[src/rtl/imem_pkg.sv]
// Shared constants and state encoding for the instruction-memory load controller.
package imem_pkg;

  localparam int ADDR_W         = 8;
  localparam int DATA_W         = 32;
  localparam int BYTES_PER_WORD = DATA_W / 8;

  typedef enum logic [1:0] {
    RUN     = 2'd0,
    COLLECT = 2'd1,
    WRITE   = 2'd2,
    FLUSH   = 2'd3
  } state_e;

  localparam logic [DATA_W-1:0] NOP_WORD = '0;

endpackage

[src/rtl/imem_load_ctrl_byte_packer.sv]
// Assembles loader bytes into a word, most significant byte first.
// word_done marks the cycle in which the final byte of a word is accepted.
module byte_packer #(
  parameter int DATA_W = 32
) (
  input  logic              clock,
  input  logic              reset,
  input  logic              clear,
  input  logic              accept,
  input  logic [7:0]        data_byte,
  output logic [DATA_W-1:0] shift,
  output logic              word_done
);

  localparam int BPW   = DATA_W / 8;
  localparam int CNT_W = (BPW > 1) ? $clog2(BPW) : 1;
  localparam logic [CNT_W-1:0] LAST = CNT_W'(BPW - 1);

  logic [CNT_W-1:0] byte_cnt;

  assign word_done = accept && (byte_cnt == LAST);

  always_ff @(posedge clock) begin
    if (reset) begin
      byte_cnt <= '0;
      shift    <= '0;
    end else if (clear) begin
      byte_cnt <= '0;
    end else if (accept) begin
      shift    <= (shift << 8) | DATA_W'(data_byte);
      byte_cnt <= word_done ? '0 : byte_cnt + 1'b1;
    end
  end

endmodule

[src/rtl/imem_load_ctrl.sv]
// Shares the instruction-memory port between CPU fetch and a byte-wide loader.
//   state   | meaning
//   RUN     | PC drives the memory, fetched word goes to the CPU
//   COLLECT | CPU stalled, gathering loader bytes into a word
//   WRITE   | one-cycle memory write of the assembled word
//   FLUSH   | NOPs into the pipeline, PC cleared on the last cycle
module imem_load_ctrl #(
  parameter int ADDR_W       = imem_pkg::ADDR_W,
  parameter int DATA_W       = imem_pkg::DATA_W,
  parameter int FLUSH_CYCLES = 5
) (
  input  logic              clock,
  input  logic              reset,
  input  logic [ADDR_W-1:0] pc,
  output logic [DATA_W-1:0] instr_out,
  output logic              cpu_stall,
  output logic              pc_clear,
  input  logic              ld_start,
  input  logic [ADDR_W:0]   ld_len,
  input  logic [7:0]        ld_byte,
  input  logic              ld_byte_valid,
  output logic              ld_byte_ready,
  output logic              ld_busy,
  output logic [ADDR_W-1:0] mem_addr,
  output logic [DATA_W-1:0] mem_wdata,
  output logic              mem_we,
  input  logic [DATA_W-1:0] mem_rdata
);

  import imem_pkg::*;

  localparam logic [ADDR_W:0] MAX_LEN    = {1'b1, {ADDR_W{1'b0}}};
  localparam logic [ADDR_W:0] ONE_LEFT   = (ADDR_W+1)'(1);
  localparam logic [3:0]      FLUSH_LAST = 4'(FLUSH_CYCLES - 1);

  state_e              state, state_nxt;
  logic [ADDR_W-1:0]   word_addr;
  logic [ADDR_W:0]     words_left;
  logic [3:0]          flush_cnt;
  logic [DATA_W-1:0]   shift;
  logic                start_ok, accept, word_done, flush_last, load_begin;

  // Zero-length and oversize commands are dropped without leaving RUN.
  assign start_ok   = ld_start && (ld_len != '0) && (ld_len <= MAX_LEN);
  assign load_begin = (state == RUN) && start_ok;
  assign accept     = (state == COLLECT) && ld_byte_valid;
  assign flush_last = (flush_cnt == FLUSH_LAST);

  byte_packer #(.DATA_W(DATA_W)) u_packer (
    .clock     (clock),
    .reset     (reset),
    .clear     (load_begin),
    .accept    (accept),
    .data_byte (ld_byte),
    .shift     (shift),
    .word_done (word_done)
  );

  always_ff @(posedge clock) begin
    if (reset) state <= RUN;
    else       state <= state_nxt;
  end

  always_comb begin
    state_nxt     = state;
    mem_addr      = word_addr;
    instr_out     = DATA_W'(NOP_WORD);
    mem_we        = 1'b0;
    cpu_stall     = 1'b1;
    ld_byte_ready = 1'b0;
    pc_clear      = 1'b0;
    case (state)
      RUN: begin
        mem_addr  = pc;
        instr_out = mem_rdata;
        cpu_stall = 1'b0;
        if (start_ok) state_nxt = COLLECT;
      end
      COLLECT: begin
        ld_byte_ready = 1'b1;
        if (word_done) state_nxt = WRITE;
      end
      WRITE: begin
        mem_we    = 1'b1;
        state_nxt = (words_left == ONE_LEFT) ? FLUSH : COLLECT;
      end
      FLUSH: begin
        pc_clear = flush_last;
        if (flush_last) state_nxt = RUN;
      end
      default: state_nxt = RUN;
    endcase
  end

  assign mem_wdata = shift;
  assign ld_busy   = (state != RUN);

  // word_addr wraps to 0 after a full-depth load; harmless since FLUSH follows.
  always_ff @(posedge clock) begin
    if (reset) begin
      word_addr  <= '0;
      words_left <= '0;
      flush_cnt  <= '0;
    end else begin
      case (state)
        RUN: begin
          if (start_ok) begin
            word_addr  <= '0;
            words_left <= ld_len;
          end
        end
        WRITE: begin
          word_addr  <= word_addr + 1'b1;
          words_left <= words_left - 1'b1;
          flush_cnt  <= '0;
        end
        FLUSH: flush_cnt <= flush_cnt + 4'd1;
        default: ;
      endcase
    end
  end

endmodule

[config.mk]
export PLATFORM = sky130hd
export DESIGN_NAME = imem_load_ctrl
export DESIGN_NICKNAME = d
export VERILOG_FILES = /design/src/rtl/imem_pkg.sv /design/src/rtl/imem_load_ctrl_byte_packer.sv /design/src/rtl/imem_load_ctrl.sv
export SDC_FILE = /design/constraint.sdc
export NUM_CORES = 1
export LEC_CHECK = 0
export BUFFER_PORTS_ARGS = -buffer_cell sky130_fd_sc_hd__buf_2
export CAP_MARGIN = 5
export CELL_PAD_IN_SITES_DETAIL_PLACEMENT = 0
export CELL_PAD_IN_SITES_GLOBAL_PLACEMENT = 1
export CORE_MARGIN = 2
export CORE_UTILIZATION = 33
export CTS_CLUSTER_DIAMETER = 50
export DETAILED_ROUTE_END_ITERATION = 7
export PLACE_DENSITY = 0.8
export SLEW_MARGIN = 10
export SYNTH_ARGS = -nofsm -noshare
export SYNTH_HDL_FRONTEND = slang
export SYNTH_SLANG_ARGS = --single-unit
[constraint.sdc]
create_clock -name clock -period 1.78 [get_ports clock]
set_input_delay 0.089 -clock clock [delete_from_list [all_inputs] [get_ports clock]]
set_output_delay 0.089 -clock clock [all_outputs]
set_load 0.005 [all_outputs]
After elaboration in Yosys (flattened, before gate mapping)

Index checks and enable logic that the tools add are counted.

$add $sub $neg: 4
Bitwise logic cells: 2
Reduce and logical (&&, ||, !) cells: 14
Magnitude comparators: 1
Muxes and demuxes: 17
Eq/ne operators: 9

Operators by type and width:

| cell                | number |
|---|---|
| $mux 32             | 1 |
| $or 32x8->32        | 1 |
| $pmux 9 s2          | 1 |
| $mux 8              | 2 |
| $pmux 8 s2          | 1 |
| $mux 2              | 5 |
| $eq 9x1->1 const B  | 1 |
| $le 9x9->1 const B  | 1 |
| $mux 9              | 1 |
| $reduce_bool 9->1   | 1 |
| $sub 9x1->9 const B | 1 |
| $add 8x1->8 const B | 1 |
| $pmux 2 s4          | 1 |
| $pmux 4 s2          | 1 |
| $eq 2x2->1 const B  | 3 |
| $reduce_bool 2->1   | 3 |
| $logic_and 1x1->1   | 5 |
| $add 4x1->4 const B | 1 |
| $eq 4x3->1 const B  | 1 |
| $mux 1              | 4 |
| $ne 2x2->1 const B  | 2 |
| $reduce_and 2->1    | 2 |
| $reduce_and 3->1    | 1 |
| $add 2x1->2 const B | 1 |
| 5 further kinds     | 5 |

Bits of input ports: 61
Register bits: 57
Output and inout port bits: 77

Logic depth before layout (Yosys ltp)

Gate-level depths: netlist of the first run.

Word-level depth: 6
Gate-level depth with buffers: 7

Hierarchy

From an unflattened synthesis of the first run, not the netlist that was laid out.

Cells, all modules: 358
Area total of the unflattened synthesis: 2,852.7 um^2

Modules (own cells, without submodules):

| module         | area each (um^2) | cells each | times used |
|---|---|---|---|
| imem_load_ctrl | 1,634.1          | 208        | 1 |
| byte_packer    | 1,218.7          | 150        | 1 |

Worst setup path after synthesis of the first run

Ideal clock, no wire load.

Kind: flip-flop to flip-flop
Start point: register words_left[0]
End point: register words_left[8]
Buffers on the path: 0
Path slack: 0.247 ns
Data required time: 1.706 ns
Clock period less this slack: 1.533 ns
Cell stages (with the launch flop): 6
Data arrival time: 1.459 ns
Cell sequence: dfxtp_1 inv_1 ha_1 or4b_1 or3_1 a31oi_1

Word-level cells in the longest chain between the ends: 2

RTL lines:

| item                   | line                  | source |
|---|---|---|
| from (decl)            | imem_load_ctrl.sv:38  | `logic [ADDR_W:0] words_left;` |
| from (signal assigned) | imem_load_ctrl.sv:109 | `words_left <= ld_len;` |
| from (signal assigned) | imem_load_ctrl.sv:114 | `words_left <= words_left - 1'b1;` |
| $sub 9x1->9            | imem_load_ctrl.sv:114 |  |
| $pmux 9 s2             | imem_load_ctrl.sv:105 | `case (state)` |

No other way between the ends.
A chain may end at the register's enable or synchronous reset.

Worst setup path in the final report of the first run

Ends and elaborated chain as after synthesis.

==> impl_metrics.toml, run 1 <==
[route]
drt_pass1_iterations = 6
drc_errors = 0
first_iter_violations = 174
wl_um = 8260
vias = 3050
drtAntennaViolNets = 0
via_per_inst = 4.89
wl_per_cell_um = 13.2

[placement]
dp_hpwl_um = 5930
portBuffers = 137
globalplace.congestion = 0.835
place_ws_ns = 0.144
dp.cells = 600

[yosys]
synthArstFlopShare_pct = 0
post-synth-top-count-cell = "nand2_1"
postSynthAreaPerCell_um2 = 8.17
synth_area_leaders = "dfxtp_1, nand2_1, and2_1, a21oi_1, mux2_2"
seq_area_frac_synth_pct = 38.4
synth_area_leader_cell = "dfxtp_1"
yosys_warnings = 0
synth-edff-count = 0
ys_types = 54
syn_nets = 431
synthTopCellsByCount = "nand2_1, dfxtp_1, a21oi_1, and2_1, nand4_1"
ys_seq_elements = 57
synth_ff_type = "dfxtp_1"
netlist_area_mm2 = 0.00297
synth_top_area_share_pct = 38.4
syn_inst = 364

[floorplanning]
core_mm2 = 0.00872
ios = 138
dieArea_mm2 = 0.00979
die_y_um = 98.9
start_util_pct = 34.1
die_width_um = 98.9
rows = 34

[worst_setup_path]
cp_top_family = "simple AND/OR/NAND/NOR gates"
reg2reg_depth = 5
rr_endpoint = "words_left[8]$_SDFFE_PP0P_"
rrSetupSlack_ns = 0.12
required_ns = 2.05
path_buf_inv = 1
cp-end-kind = "register"
crit_path_start_kind = "register"
path_class = "register to register"
crit_slowest_cell = "or4b_1"
worstPathArrival_ns = 1.93
cp_cell_sequence = "inv_1, ha_1, or4b_1, or3_1, a31oi_1"
critical_path.max_stage_delay_ns = 0.47
regToRegStartpoint = "words_left[0]$_SDFFE_PP0P_"
cp_max_fo = 5

[sta]
layout_setup_ws_ns = 0.116
finalHoldViolations = 0
tightest_slew_ns = 0.382
post-route-period-util_pct = 93.5
fin_tns_setup_ns = 0
period_needed_ns = 1.66
setup_viol = 0
skew_ns = 0.00798
relSlewSlack_pct = 74.5
drv_slew = 0
timing.fmax_mhz = 601
grt_setup_unrepaired = "false"

[global_route]
grt_busiest_layer = "met2"
grtUsageTotal_pct = 16.6
antenna_found_initial = 0
gr-total-overflow = 0
met2_usage_pct = 26.9
grt_pass1_wl_um = 13400
grt_pass1_vias = 2806
grtUsageMet1_pct = 21.6
use_met3_pct = 3.26
grt_max_degree = 56

[hold_path]
hold_end = "words_left[5]$_SDFFE_PP0P_"
min_path_type = "primary input to register"
whs_path_depth = 3
min_from = "ld_len[5]"

[power]
pwr-share-comb_pct = 15.3
peakVddDrop_v = 0.000454
power.switching_w = 0.000781
power-per-cell-area_mw_per_mm2 = 703
p_sw_share_pct = 27.5
p_int_w = 0.00206
leakagePower_nw = 1.74
seq_power_share_pct = 46.2
total_power_w = 0.00285
clock_power_share_pct = 38.4

[clocking]
htree_levels = 3
clock_sinks = 57
clk_path_buf_depth = 2
root_buffer = "clkbuf_8"
clk_latency_ns = 0.34
clk_pin_slew_worst_paths_ns = 0.07
post-cts-setup-buffers = 0
cts_buffers = 9
tritoncts = "yes"

[cells_and_area]
layout-drive-gt1-share_pct = 37.8
multi_input_area_mm2 = 0.00165
area_growth_pct = 36.1
fin_nets = 578
seqCellArea_mm2 = 0.00114
fill_cells = 902
layoutNonFillerInstCount = 624
n_antenna_cell = 0

[flow_run]
drv_cap = 0

[outcome]
status = "finished clean"
[tightest hold or removal path: stages]
cell and delay (ns):
buf_2 0.10, nand3_1 0.07, nand3_1 0.07
[routing by layer]
layer	part of all wire, %	routed length, um
met5	0	0
met4	1.8	149
met3	6.2	509
met2	45	3750
met1	47	3860
[metrics by stage]
stage	cell area, um2	hold slack (ns)	util, %
final	4050	0.0199	46.4
after floorplan	2970	0.222	-
after global routing	4050	0.0375	46.4
after detailed placement	3770	0.335	43.3
after CTS	4040	0.00767	46.3
after global placement	3770	0.331	43.3
[worst max path at each step]
stage,start,endpoint,cells after the start
6_report,words_left[0]$_SDFFE_PP0P_,words_left[8]$_SDFFE_PP0P_,5
5_1_grt,state[0]$_SDFFE_PP0P_,mem_addr[7],4
4_1_cts,state[0]$_SDFFE_PP0P_,mem_addr[6],4
3_5_place_dp,words_left[0]$_SDFFE_PP0P_,words_left[8]$_SDFFE_PP0P_,5
3_3_place_gp,words_left[0]$_SDFFE_PP0P_,words_left[8]$_SDFFE_PP0P_,5
2_1_floorplan,words_left[0]$_SDFFE_PP0P_,words_left[8]$_SDFFE_PP0P_,5
[cell families after synthesis]
family / Yosys count / synth area share, %
xor+xnor: 2 / 0.589
compound gates: 72 / 15.9
mux: 10 / 3.74
fa+ha+maj: 6 / 2.52
simple gates: 185 / 32.5
buf+inv: 32 / 6.35
flops: 57 / 38.4
[cell usage in the layout, fill, tap and decap left out, drive strengths merged, types with 9 or more instances in the layout]
master	count
mux2	9
buf	151
nand3	10
inv	9
nand4	17
and2	33
dfxtp	57
a21oi	40
clkbuf	10
nand2	85
[power groups by stage]
stage / clock network [W] / logic (W) / registers [W]
after detailed placement: 0 / 0.000420 / 0.00134
final: 0.00109 / 0.000436 / 0.00132
after floorplan: 0 / 0.000224 / 0.00134
after global routing: 0.00119 / 0.000480 / 0.00132
after CTS: 0.00112 / 0.000436 / 0.00131
after global placement: 0 / 0.000416 / 0.00134
[repair_timing]
| item | in CTS | in global routing |
|---|---|---|
| hold endpoints to repair | 8 | 0 |
| hold buffers | 8 | 0 |
| setup endpoints to repair | 8 | 8 |
| gates resized for setup | 1 | 4 |
| pin swaps | 0 | 1 |
[area by class of cell]
type,instances,share of cell area (%)
Tap cell,108,3.34
Clock buffer,10,3.40
Sequential cell,57,28.2
Multi-Input combinational cell,275,40.7
Inverter,9,0.834
Timing Repair Buffer,159,22.4
Clock inverter,6,1.08
[flip-flops by register name (all words and copies together), names as in the netlist]
name and cells:
state 2, words_left 9, u_packer.byte_cnt 2, u_packer.shift 32
flush_cnt 4, word_addr 8
Power figures use the tool's default switching activity.
==> run 2: changes to the inputs <==
--- a/config.mk
+++ b/config.mk
@@ -5,15 +5,16 @@
 export SDC_FILE = /design/constraint.sdc
 export NUM_CORES = 1
 export LEC_CHECK = 0
+export ABC_AREA = 1
 export BUFFER_PORTS_ARGS = -buffer_cell sky130_fd_sc_hd__buf_2
 export CAP_MARGIN = 5
 export CELL_PAD_IN_SITES_DETAIL_PLACEMENT = 0
 export CELL_PAD_IN_SITES_GLOBAL_PLACEMENT = 1
 export CORE_MARGIN = 2
-export CORE_UTILIZATION = 33
+export CORE_UTILIZATION = 32
 export CTS_CLUSTER_DIAMETER = 50
 export DETAILED_ROUTE_END_ITERATION = 7
-export PLACE_DENSITY = 0.8
+export PLACE_DENSITY = 0.81
 export SLEW_MARGIN = 10
 export SYNTH_ARGS = -nofsm -noshare
 export SYNTH_HDL_FRONTEND = slang
==> impl_metrics.toml, run 2 <==
[hold_path]
min_path_type = "primary input to register"
whs_path_depth = 3

[yosys]
syn_inst = 479
postSynthAreaPerCell_um2 = 6.47
ys_seq_elements = 57
post-synth-top-count-cell = "nand2_1"
seq_area_frac_synth_pct = 36.8
synth_top_area_share_pct = 36.8
ys_types = 26
synthTopCellsByCount = "nand2_1, nor2_1, inv_1, nand3_1, dfxtp_1"
synth-edff-count = 0
synth_area_leaders = "dfxtp_1, nand2_1, nand3_1, nor2_1, a21oi_1"
synth_ff_type = "dfxtp_1"
yosys_warnings = 0
syn_nets = 546
netlist_area_mm2 = 0.00310
synthArstFlopShare_pct = 0
synth_area_leader_cell = "dfxtp_1"

[clocking]
post-cts-setup-buffers = 0
htree_levels = 3
clk_pin_slew_worst_paths_ns = 0.08
cts_resized = 2
clock_sinks = 57
tritoncts = "yes"
cts_buffers = 9
clk_latency_ns = 0.34
clk_path_buf_depth = 2
root_buffer = "clkbuf_8"
hold_buffers = 0

[global_route]
antenna_found_initial = 0
gr-total-overflow = 0
grt_pass1_wl_um = 13900
grt_max_degree = 41
grtUsageTotal_pct = 16.6
grt_pass1_vias = 3148

[worst_setup_path]
worstPathArrival_ns = 1.58
cp-end-kind = "output port"
cp_num_cells = 5
reg2reg_depth = 11
critical_path.max_stage_delay_ns = 0.38
crit_slowest_cell = "dfxtp_1"
required_ns = 1.69
cp_top_family = "buffers and inverters"
path_class = "register to output port"
path_buf_inv = 4
crit_path_start_kind = "register"
cp_max_fo = 33
cp_cell_sequence = "buf_4, inv_1, nor2_8, buf_6, buf_2"

[route]
wl_um = 8780
wl_per_cell_um = 11.8
drt_pass1_iterations = 5
via_per_inst = 4.56
first_iter_violations = 167
vias = 3396
drtAntennaViolNets = 0
drc_errors = 0

[sta]
period_needed_ns = 1.67
relSlewSlack_pct = 70.8
drv_slew = 0
timing.fmax_mhz = 600
post-route-period-util_pct = 93.6
grt_setup_unrepaired = "false"
skew_ns = 0.0145
finalHoldViolations = 0
setup_viol = 0
hold_ws_ns = 0.0169
tightest_slew_ns = 0.439
fin_tns_setup_ns = 0

[placement]
portBuffers = 137
globalplace.congestion = 0.763
dpl_cell_area_mm2 = 0.00387
dp_hpwl_um = 6390

[outcome]
status = "finished clean"

[floorplanning]
ios = 138
die_y_um = 102
rows = 35
core_mm2 = 0.00933
start_util_pct = 33.2
dieArea_mm2 = 0.0105
die_width_um = 102

[cells_and_area]
largest_reg_flops = 32
n_antenna_cell = 0
regMostFlops = "u_packer.shift"
final_common_cell = "buf_2"
fin_nets = 677
layout-drive-gt1-share_pct = 28.5
fin_util_pct = 44.0
area_growth_pct = 32.3
mostFrequentLayoutCells = "buf_2, nand2_1, nor2_1"
final_cell_area_mm2 = 0.00410
reg_top3 = "u_packer.shift: 32 flops, words_left: 9 flops, word_addr: 8 flops"

[power]
peakVddDrop_v = 0.000544
power-per-cell-area_mw_per_mm2 = 1070
leakagePower_nw = 2.11

[flow_run]
drv_cap = 0
==> run 2: changes by cell type in the layout (fill, tap and decap cells not counted), moves of 8 or more <==
cell           change
nand4_1           -14
a21oi_1           +10
nor2_1            +72
a31oi_1            -8
and2_1            -33
mux2_2             -9
dlygate4sd3_1      -8
nand3_1           +52
nand2_1           +15
o21ai_0           +13
inv_1             +53
==> run 2: cell type report <==
type | instances | area (um2)
Sequential cell | 57 | 1140
Clock inverter | 7 | 103
Timing Repair Buffer | 148 | 785
Clock buffer | 9 | 124
Tap cell | 129 | 161
Fill cell | 992 | 5230
Inverter | 65 | 248
Multi-Input combinational cell | 329 | 1540
==> run 2: per-layer routing <==
metal	track usage [%]	vias up	wire length, um
met1	20.0	1493	4000
met3	3.63	8	644
met2	29.1	124	4060
li1	-	1771	-
met5	0	-	0
met4	5.54	0	78
==> run 2: worst paths after layout <==
check,startpoint,endpoint,slack [ns]
hold reg to reg,u_packer.shift[28]$_SDFFE_PP0P_,u_packer.shift[28]$_SDFFE_PP0P_,0.46
setup reg to reg,words_left[0]$_SDFFE_PP0P_,words_left[6]$_SDFFE_PP0P_,0.28
hold / removal,ld_byte[6],u_packer.shift[6]$_SDFFE_PP0P_,0.02
setup / recovery,state[0]$_SDFFE_PP0P_,ld_byte_ready,0.11
==> run 2: kinds of logic (layout without fill, tap and decap cells) <==
group | after synthesis | in the layout | synth area share [%]
compound gates | 69 | 69 | 11.4
simple gates | 254 | 254 | 35.9
flops | 57 | 57 | 36.8
buf+inv | 93 | 229 | 13.5
fa+ha+maj | 6 | 6 | 2.42
==> run 2: worst register-to-register path: stages, from the launching register on <==
cell and delay [ns]:
dfxtp_1 0.32, inv_1 0.09, ha_1 0.17, inv_1 0.04, nor2_1 0.11, nand2_1 0.11, nor2_1 0.18, nand3_1 0.09
nand3_1 0.09, nand2_1 0.05, nor2_1 0.09, nor2_1 0.06
==> run 2: power by group <==
part | total [W] | internal [W] | leakage, nW | switching [W]
Sequential | 0.00145 | 0.00138 | 0.462 | 0.0000750
Clock | 0.00137 | 0.000799 | 0.110 | 0.000569
Combinational | 0.00158 | 0.000597 | 1.53 | 0.000988
==> run 2: metrics by stage <==
stage | setup WS [ns] | std cells | total power, W
floorplan | 0.448 | 479 | 0.00254
global placement | 0.265 | 728 | 0.00304
detailed placement | 0.184 | 728 | 0.00307
CTS | 0.0857 | 744 | 0.00446
global route | 0.0171 | 744 | 0.00472
finish | 0.115 | 744 | 0.00440
==> run 3: changes to the inputs <==
--- a/config.mk
+++ b/config.mk
@@ -12,9 +12,9 @@
 export CELL_PAD_IN_SITES_GLOBAL_PLACEMENT = 1
 export CORE_MARGIN = 2
 export CORE_UTILIZATION = 32
-export CTS_CLUSTER_DIAMETER = 50
 export DETAILED_ROUTE_END_ITERATION = 7
 export PLACE_DENSITY = 0.81
+export REMOVE_ABC_BUFFERS = 1
 export SLEW_MARGIN = 10
 export SYNTH_ARGS = -nofsm -noshare
 export SYNTH_HDL_FRONTEND = slang
==> impl_metrics.toml, run 3 (synthesized netlist as in run 2, its figures left out) <==
[route]
drt_pass1_iterations = 4
via_per_inst = 4.53
drtAntennaViolNets = 0
first_iter_violations = 143
wl_per_cell_um = 11.2
drc_errors = 0
vias = 3381
wl_um = 8330

[sta]
period_needed_ns = 1.64
tightest_slew_ns = 0.442
grt_setup_unrepaired = "false"
setup_viol = 0
finalHoldViolations = 0
post-route-period-util_pct = 92.0
drv_slew = 0
timing.fmax_mhz = 611
skew_ns = 0.00955
relSlewSlack_pct = 70.5

[worst_setup_path]
cp-end-kind = "output port"
path_class = "register to output port"
required_ns = 1.69
cp_max_fo = 34
worstPathArrival_ns = 1.55
crit_path_start_kind = "register"

[power]
power-per-cell-area_mw_per_mm2 = 1000
leakagePower_nw = 2.09
peakVddDrop_v = 0.000588

[cells_and_area]
layoutNonFillerInstCount = 746
reg_top3 = "u_packer.shift: 32 flops, words_left: 9 flops, word_addr: 8 flops"
layout-drive-gt1-share_pct = 28.5
final_common_cell = "buf_2"
largest_reg_flops = 32
mostFrequentLayoutCells = "buf_2, nand2_1, nor2_1"
fill_cells = 989
final_cell_area_mm2 = 0.00407
area_growth_pct = 31.2
regMostFlops = "u_packer.shift"
fin_nets = 679
n_antenna_cell = 0

[clocking]
clock_sinks = 57
clk_latency_ns = 0.34
clk_path_buf_depth = 2
htree_levels = 3
tritoncts = "yes"
post-cts-setup-buffers = 0
clk_pin_slew_worst_paths_ns = 0.07
root_buffer = "clkbuf_8"
cts_buffers = 9

[placement]
globalplace.congestion = 0.769
portBuffers = 137
dp.cells = 729
dpl_cell_area_mm2 = 0.00388
dp_hpwl_um = 5980

[global_route]
grt_busiest_layer = "met2"
met2_usage_pct = 28.0
antenna_found_initial = 0
grt_max_degree = 41
grt_pass1_wl_um = 13200
grt_pass1_vias = 3055
gr-total-overflow = 0
grtUsageMet1_pct = 18.6
grtUsageTotal_pct = 15.7
use_met3_pct = 3.63

[floorplanning]
die_y_um = 102
core_mm2 = 0.00933
start_util_pct = 33.2
rows = 35
ios = 138
dieArea_mm2 = 0.0105
die_width_um = 102

[hold_path]
min_path_type = "primary input to register"

[flow_run]
drv_cap = 0

[outcome]
status = "finished clean"
[run 3: area by class of cell]
cell class	instances	area [um2]	share of cell area, %
multi-input combinational	329	1540	37.9
clock inverter	7	47.5	1.17
sequential	57	1140	28.1
tap	129	161	3.97
inverter	65	249	6.12
clock buffer	9	124	3.05
timing repair buffer	150	802	19.7
[run 3: worst max-delay path: stages, from the launching register on]
cell and delay, ns:
dfxtp_1 0.43, buf_4 0.21, nor2_8 0.12, buf_6 0.26
buf_2 0.17
[run 3: power by group]
part	total [W]	switching, W	internal, W
Clock	0.00105	0.000549	0.000500
Combinational	0.00156	0.000951	0.000605
Sequential	0.00146	0.0000849	0.00138
Total	0.00407	0.00158	0.00248
[run 3: final timing paths]
check	startpoint	end	slack (ns)	cells after the start
setup reg to reg	state[1]$_SDFFE_PP0P_	words_left[1]$_SDFFE_PP0P_	0.23	7
hold reg to reg	u_packer.shift[30]$_SDFFE_PP0P_	u_packer.shift[30]$_SDFFE_PP0P_	0.46	2
hold / removal	ld_byte[3]	u_packer.shift[3]$_SDFFE_PP0P_	0.02	3
setup / recovery	state[1]$_SDFFE_PP0P_	ld_byte_ready	0.14	4
[run 3: per-stage QoR]
stage	hold slack (ns)	setup TNS (ns)	worst slack (ns)	power [W]	util (%)
global placement	0.362	0	0.260	0.00302	41.6
CTS	0.00141	0	0.0292	0.00411	43.5
global route	0.0236	0	0.0503	0.00440	43.6
detailed placement	0.367	0	0.216	0.00305	41.6
finish	0.0218	0	0.143	0.00407	43.6
floorplan	0.158	-0.0188	-0.0188	0.00238	-
[run 3: per-layer routing]
| layer | vias up | wire length [um] |
|---|---|---|
| li1 | 1772 | - |
| met1 | 1467 | 3760 |
| met2 | 134 | 3850 |
| met3 | 8 | 640 |
| met4 | 0 | 82 |
| met5 | - | 0 |
[run 3: what timing repair did]
action | in CTS | in global routing
hold endpoints to repair | 1 | 0
gates resized for setup | 1 | 2
hold buffers | 1 | 0
setup endpoints to repair | 23 | 3
